## src/rtl/micro_sequencer_pkg.sv

```systemverilog
// Shared opcode fields, state encoding and instruction-class decode
// for the micro sequencer front end.
package micro_sequencer_pkg;

  localparam int DEPTH = 16;

  localparam logic [1:0] CTRL_PFX = 2'b11;
  localparam logic [1:0] SUB_HALT = 2'b00;
  localparam logic [1:0] SUB_JMP  = 2'b01;

  localparam logic [7:0] IDLE_INST = 8'hC7;
  localparam logic [7:0] HALT_INST = 8'hC0;

  typedef enum logic [1:0] {
    S_IDLE,
    S_RUN,
    S_HALTED
  } state_t;

  function automatic logic is_ctrl(input logic [7:0] w);
    return w[7:6] == CTRL_PFX;
  endfunction

  function automatic logic needs_in(input logic [7:0] w);
    return !is_ctrl(w) && (w[2:0] == 3'b000);
  endfunction

  function automatic logic needs_out(input logic [7:0] w);
    return (w[7:6] == 2'b00) && (w[5:3] == 3'b000);
  endfunction

endpackage

```

## src/rtl/micro_sequencer_if.sv

```systemverilog
// Host and micro-side signals of the sequencer: program load,
// operand/result handshake, status and the micro instruction bus.
interface micro_sequencer_if;

  logic       start;
  logic       prog_we;
  logic [3:0] prog_addr;
  logic [7:0] prog_data;
  logic       in_valid;
  logic [7:0] in_data;
  logic       in_ready;
  logic       out_valid;
  logic [7:0] out_data;
  logic       busy;
  logic       done;
  logic [3:0] pc;
  logic [7:0] m_inst;
  logic [7:0] m_din;
  logic [7:0] m_dout;

  modport slave (
    input  start, prog_we, prog_addr, prog_data,
    input  in_valid, in_data, m_dout,
    output in_ready, out_valid, out_data,
    output busy, done, pc, m_inst, m_din
  );

  modport master (
    output start, prog_we, prog_addr, prog_data,
    output in_valid, in_data, m_dout,
    input  in_ready, out_valid, out_data,
    input  busy, done, pc, m_inst, m_din
  );

endinterface

```

## src/rtl/micro_sequencer_prog_store.sv

```systemverilog
// 16x8 instruction store: synchronous write, combinational read,
// every entry resets to HALT.
module seq_prog_store
  import micro_sequencer_pkg::*;
(
  input  logic       clk,
  input  logic       rst,
  input  logic       we,
  input  logic [3:0] waddr,
  input  logic [7:0] wdata,
  input  logic [3:0] raddr,
  output logic [7:0] rdata
);

  logic [7:0] mem [DEPTH];

  always_ff @(posedge clk) begin
    if (rst) begin
      for (int i = 0; i < DEPTH; i++) begin
        mem[i] <= HALT_INST;
      end
    end else if (we) begin
      mem[waddr] <= wdata;
    end
  end

  assign rdata = mem[raddr];

endmodule

```

## src/rtl/micro_sequencer.sv

```systemverilog
// Program-issuing front end: fetches from the store at pc, intercepts
// control words, feeds operands to the micro and captures its results.
module micro_sequencer
  import micro_sequencer_pkg::*;
(
  input  logic             clk,
  input  logic             rst,
  micro_sequencer_if.slave bus
);

  state_t     state;
  logic [3:0] pc_q;
  logic [7:0] inst_q;
  logic [7:0] din_q;
  logic [7:0] dout_q;
  logic       ov_q;
  logic [7:0] w;
  logic       store_we;

  assign store_we = bus.prog_we && (state != S_RUN);

  seq_prog_store u_store (
    .clk   (clk),
    .rst   (rst),
    .we    (store_we),
    .waddr (bus.prog_addr),
    .wdata (bus.prog_data),
    .raddr (pc_q),
    .rdata (w)
  );

  always_ff @(posedge clk) begin
    if (rst) begin
      state  <= S_IDLE;
      pc_q   <= 4'd0;
      inst_q <= IDLE_INST;
      din_q  <= 8'h00;
      dout_q <= 8'h00;
      ov_q   <= 1'b0;
    end else begin
      // capture tracks the word the micro is executing now
      ov_q <= needs_out(inst_q);
      if (needs_out(inst_q)) begin
        dout_q <= bus.m_dout;
      end
      unique case (state)
        S_IDLE, S_HALTED: begin
          inst_q <= IDLE_INST;
          if (bus.start) begin
            state <= S_RUN;
            pc_q  <= 4'd0;
          end
        end
        S_RUN: begin
          if (is_ctrl(w)) begin
            inst_q <= IDLE_INST;
            unique case (1'b1)
              (w[5:4] == SUB_HALT): state <= S_HALTED;
              (w[5:4] == SUB_JMP):  pc_q  <= w[3:0];
              default:              pc_q  <= pc_q + 4'd1;
            endcase
          end else if (needs_in(w) && !bus.in_valid) begin
            inst_q <= IDLE_INST;
          end else begin
            inst_q <= w;
            pc_q   <= pc_q + 4'd1;
            if (needs_in(w)) begin
              din_q <= bus.in_data;
            end
          end
        end
        default: state <= S_IDLE;
      endcase
    end
  end

  assign bus.in_ready  = (state == S_RUN) && needs_in(w);
  assign bus.out_valid = ov_q;
  assign bus.out_data  = dout_q;
  assign bus.busy      = (state == S_RUN);
  assign bus.done      = (state == S_HALTED);
  assign bus.pc        = pc_q;
  assign bus.m_inst    = inst_q;
  assign bus.m_din     = din_q;

endmodule

```

## src/flat_wrapper.sv

```systemverilog
// flat-port wrapper written by rule: the top's interface ports become plain ports
module micro_sequencer_flat import micro_sequencer_pkg::*;
  (clk, rst, bus_start, bus_prog_we, bus_prog_addr, bus_prog_data, bus_in_valid, bus_in_data, bus_m_dout, bus_in_ready, bus_out_valid, bus_out_data, bus_busy, bus_done, bus_pc, bus_m_inst, bus_m_din);
  micro_sequencer_if bus_i ();
  input  logic clk;
  input  logic rst;
  input wire logic [$bits(bus_i.start)-1:0] bus_start;
  input wire logic [$bits(bus_i.prog_we)-1:0] bus_prog_we;
  input wire logic [$bits(bus_i.prog_addr)-1:0] bus_prog_addr;
  input wire logic [$bits(bus_i.prog_data)-1:0] bus_prog_data;
  input wire logic [$bits(bus_i.in_valid)-1:0] bus_in_valid;
  input wire logic [$bits(bus_i.in_data)-1:0] bus_in_data;
  input wire logic [$bits(bus_i.m_dout)-1:0] bus_m_dout;
  output wire logic [$bits(bus_i.in_ready)-1:0] bus_in_ready;
  output wire logic [$bits(bus_i.out_valid)-1:0] bus_out_valid;
  output wire logic [$bits(bus_i.out_data)-1:0] bus_out_data;
  output wire logic [$bits(bus_i.busy)-1:0] bus_busy;
  output wire logic [$bits(bus_i.done)-1:0] bus_done;
  output wire logic [$bits(bus_i.pc)-1:0] bus_pc;
  output wire logic [$bits(bus_i.m_inst)-1:0] bus_m_inst;
  output wire logic [$bits(bus_i.m_din)-1:0] bus_m_din;
  assign bus_i.start = bus_start;
  assign bus_i.prog_we = bus_prog_we;
  assign bus_i.prog_addr = bus_prog_addr;
  assign bus_i.prog_data = bus_prog_data;
  assign bus_i.in_valid = bus_in_valid;
  assign bus_i.in_data = bus_in_data;
  assign bus_i.m_dout = bus_m_dout;
  assign bus_in_ready = bus_i.in_ready;
  assign bus_out_valid = bus_i.out_valid;
  assign bus_out_data = bus_i.out_data;
  assign bus_busy = bus_i.busy;
  assign bus_done = bus_i.done;
  assign bus_pc = bus_i.pc;
  assign bus_m_inst = bus_i.m_inst;
  assign bus_m_din = bus_i.m_din;
  micro_sequencer u_core (.clk(clk), .rst(rst), .bus(bus_i));
endmodule
```

## config.mk

```make
export PLATFORM = sky130hd
export DESIGN_NAME = micro_sequencer_flat
export DESIGN_NICKNAME = d
export VERILOG_FILES = /design/src/rtl/micro_sequencer_pkg.sv /design/src/rtl/micro_sequencer_if.sv /design/src/rtl/micro_sequencer_prog_store.sv /design/src/rtl/micro_sequencer.sv /design/src/flat_wrapper.sv
export SDC_FILE = /design/constraint.sdc
export NUM_CORES = 1
export LEC_CHECK = 0
export CORE_MARGIN = 5
export CORE_UTILIZATION = 46
export CTS_BUF_LIST = sky130_fd_sc_hd__clkbuf_8
export DETAILED_ROUTE_END_ITERATION = 8
export GPL_TIMING_DRIVEN = 0
export PLACE_DENSITY = 0.66
export SYNTH_ARGS = -nofsm -noshare
export SYNTH_HDL_FRONTEND = slang
export SYNTH_HIERARCHICAL = 1
export SYNTH_SLANG_ARGS = --single-unit
```

## constraint.sdc

```tcl
create_clock -name clk -period 3.6 [get_ports clk]
set_input_delay 1.08 -clock clk [delete_from_list [all_inputs] [get_ports clk]]
set_output_delay 1.08 -clock clk [all_outputs]
set_load 0.005 [all_outputs]
```

==> impl_metrics.sql <==
INSERT INTO impl_metrics (metric_group, metric, value, unit) VALUES
('run_status', 'run_status', 'finished clean', ''),
('cts', 'clk_path_buf_depth', '2', ''),
('floorplan', 'die_width', '136', 'um'),
('critical_path', 'cp-startpoint', 'u_core/bus.pc[0]', ''),
('critical_path', 'critical_path.n_buffers_inverters', '3', ''),
('synthesis', 'synth_cells', '521', ''),
('sta', 'max_freq', '0.281', 'GHz'),
('sta', 'slew_violations', '0', ''),
('global_routing', 'grt_remaining_overflow', '0', ''),
('sta', 'finalHoldViolCount', '0', ''),
('detailed_routing', 'vias_per_cell', '5.50', ''),
('power', 'ir_drop', '0.259', 'mV'),
('global_routing', 'grt_pass1_wl', '26900', 'um'),
('global_routing', 'grt.total_usage', '19.9', '%'),
('detailed_routing', 'antenna_violating_nets_post_route', '0', ''),
('place', 'dp.final_hpwl', '12200', 'um'),
('detailed_routing', 'drt_first_pass_iters', '5', ''),
('critical_path', 'critical_path_class', 'register to output port', ''),
('critical_path', 'rrSetupSlack', '0.66', 'ns'),
('power', 'p_leak', '3.01', 'nW'),
('finish', 'layout.core_utilization', '56.0', '%'),
('sta', 'final_period_minus_worst_setup_slack', '3.55', 'ns'),
('hold_path', 'min_path_type', 'register to register', ''),
('finish', 'antenna_cells_inserted', '0', ''),
('sta', 'rsz0062_at_grt', 'yes', ''),
('finish', 'layout.nets', '652', ''),
('synthesis', 'synthDominantAreaCellType', 'edfxtp_1', ''),
('sta', 'timing.clock.skew', '0.00772', 'ns'),
('critical_path', 'critPathRequiredTime', '2.52', 'ns'),
('critical_path', 'critical_path_arrival', '2.47', 'ns'),
('synthesis', 'synth-seq-area-share', '61.4', '%'),
('critical_path', 'crit_end_element', 'output port', ''),
('synthesis', 'synthesis.area', '7270', 'um^2'),
('critical_path', 'reg2regPathDepth', '10', ''),
('synthesis', 'dominant_cells_by_area_after_synthesis', 'edfxtp_1, mux4_2, dfxtp_1, and2_1, mux2i_1', ''),
('synthesis', 'synth-edff-count', '128', ''),
('floorplan', 'core', '15700', 'um^2'),
('synthesis', 'yosys_warnings', '6', ''),
('cts', 'cts_inserted_buffers', '17', ''),
('critical_path', 'critical_path.max_stage_delay', '0.53', 'ns'),
('floorplan', 'start_util', '46.3', '%'),
('synthesis', 'synth_area_per_cell', '14.0', 'um^2'),
('floorplan', 'die_area', '18400', 'um^2'),
('synthesis', 'synth_top_area_share', '52.9', '%'),
('floorplan', 'die_y', '136', 'um'),
('synthesis', 'synth.top_cells.by_count', 'edfxtp_1, and2_1, mux4_2', ''),
('detailed_routing', 'totalWireLength', '17500', 'um'),
('cts', 'clk-insertion-delay-late', '0.45', 'ns'),
('sta', 'final_hold_slack', '0.495', 'ns'),
('detailed_routing', 'avgRoutedWirePerCell', '20.7', 'um'),
('synthesis', 'synth-async-reset-ratio', '0', '%'),
('critical_path', 'critPathCapture', 'bus_in_ready', ''),
('global_routing', 'vias_in_the_first_global_route', '4692', ''),
('critical_path', 'worst_r2r_startpoint', 'u_core/bus.pc[0]', ''),
('cts', 'cts_hold_buf', '0', ''),
('detailed_routing', 'route.detailed.drc', '0', ''),
('cts', 'clock-root-buffer', 'clkbuf_8', ''),
('detailed_routing', 'routed-via-count', '4656', ''),
('critical_path', 'worst-path-stages', '8', ''),
('critical_path', 'start_kind', 'register', ''),
('finish', 'syn2layout_area_growth', '21.1', '%'),
('finish', 'finish.cell_count_without_fillers', '847', ''),
('cts', 'cts.sinks', '159', ''),
('place', 'preCtsSetupSlack', '-0.580', 'ns'),
('synthesis', 'dominant_cell_by_count_in_the_synthesized_netlist', 'edfxtp_1', ''),
('sta', 'post-route-period-util', '98.7', '%'),
('cts', 'htreeDepth', '4', ''),
('global_routing', 'grt_antenna_before_repair', '0', ''),
('critical_path', 'worst-path-max-fanout', '6', ''),
('synthesis', 'synth_nets', '555', ''),
('global_routing', 'grt_max_degree', '17', '');
-- where the power goes --
group	leakage (nW)	internal, W	switching (W)
logic	1.32	0.000144	0.000178
registers	1.46	0.00203	0.0000176
clock network	0.222	0.000713	0.000633
-- cell families (layout without fill, tap and decap cells) --
logic type	count (synthesis)	count (layout)	share of synthesized area (%)
adders and majority gates	1	1	0.172
and+or+nand+nor	235	235	19.8
buffers and inverters	35	145	2.34
xor gates and xnor gates	1	1	0.121
muxes	50	50	12.4
DFF	159	159	61.4
AOI/OAI and AO/OA	40	40	3.74
-- metal layers --
layer / vias to the layer above / track usage [%] / wire length, um
met2: 143 / 32.9 / 8650
li1: 2129 / - / -
met4: 0 / 7.05 / 384
met5: - / 0 / 0
met3: 25 / 4.01 / 904
met1: 2359 / 26.3 / 7570
-- placed cells by master (no fill, tap or decap), types with 2 or more instances in the layout --
cell type and count:
a21oi_1 6, a22oi_1 10, a22oi_2 7, and2_1 98
and3_1 3, buf_12 2, buf_2 3, buf_4 17
buf_6 4, bufinv_16 3, clkbuf_1 18, clkbuf_8 19
clkdlybuf4s50_1 63, clkinv_2 5, dfxtp_1 29, edfxtp_1 128
inv_1 5, inv_4 2, mux2_2 2, mux2i_1 16
mux4_2 32, nand2_1 8, nand2_2 5, nand2b_1 13
nand3_1 4, nand4_1 2, nand4b_1 3, nand4bb_1 2
nor2_1 29, nor2_2 3, nor2b_1 6, nor3_1 5
nor3_2 2, nor3_4 2, o21ai_0 8, o22ai_1 4
or2_1 2, or2_2 14, or3_1 24, or4_1 2
-- per-stage QoR --
step,instance area (um^2),TNS [ns]
5_1_grt,8800,-0.0649
4_1_cts,8800,-0.0476
3_3_place_gp,8180,-0.774
6_report,8800,0
2_1_floorplan,7270,0
3_5_place_dp,8180,-0.610
-- worst min path at each step --
stage	start	to	slack [ns]	cells past startpoint
finish	u_core/bus.out_data[4]	u_core/bus.out_data[4]	0.49	2
global route	u_core/bus.out_data[2]	u_core/bus.out_data[2]	0.54	2
CTS	u_core/bus.out_data[4]	u_core/bus.out_data[4]	0.50	2
detailed placement	u_core/bus.out_data[4]	u_core/bus.out_data[4]	0.48	2
global placement	u_core/bus.m_inst[0]	u_core/bus.m_inst[0]	0.47	2
floorplan	u_core/bus.m_inst[0]	u_core/bus.m_inst[0]	0.47	2
-- final cells by class --
| cell class | count | area, um^2 |
|---|---|---|
| Buffer | 31 | 200 |
| Clock buffer | 19 | 262 |
| Clock inverter | 13 | 144 |
| Fill cell | 1309 | 6910 |
| Inverter | 3 | 11.3 |
| Multi-Input combinational cell | 327 | 2690 |
| Sequential cell | 159 | 4470 |
| Tap cell | 216 | 270 |
| Timing Repair Buffer | 79 | 752 |
-- worst min-delay path: cells and delay by family (launching register included) --
family / cells / cell delay (ns)
AND/OR/NAND/NOR: 1 / 0.07
multiplexers: 1 / 0.06
flip-flops: 1 / 0.33
-- sequential cells by signal (all words and copies together) (netlist names) --
signal                flops
u_core/bus.out_valid      1
u_core/bus.m_din          8
u_core/bus.pc             4
u_core/bus.m_inst         8
u_core/state              2
u_core/bus.out_data       8
u_core/u_store/mem      128
-- repair_timing --
action                                  in CTS  in global routing
endpoints found under the hold margin        0                  0
pin swaps                                    9                  6
setup buffers                               14                  1
resized for setup                           37                  3
endpoints found under the setup margin       1                  1
Note: power is estimated with default switching activity, not from simulation.
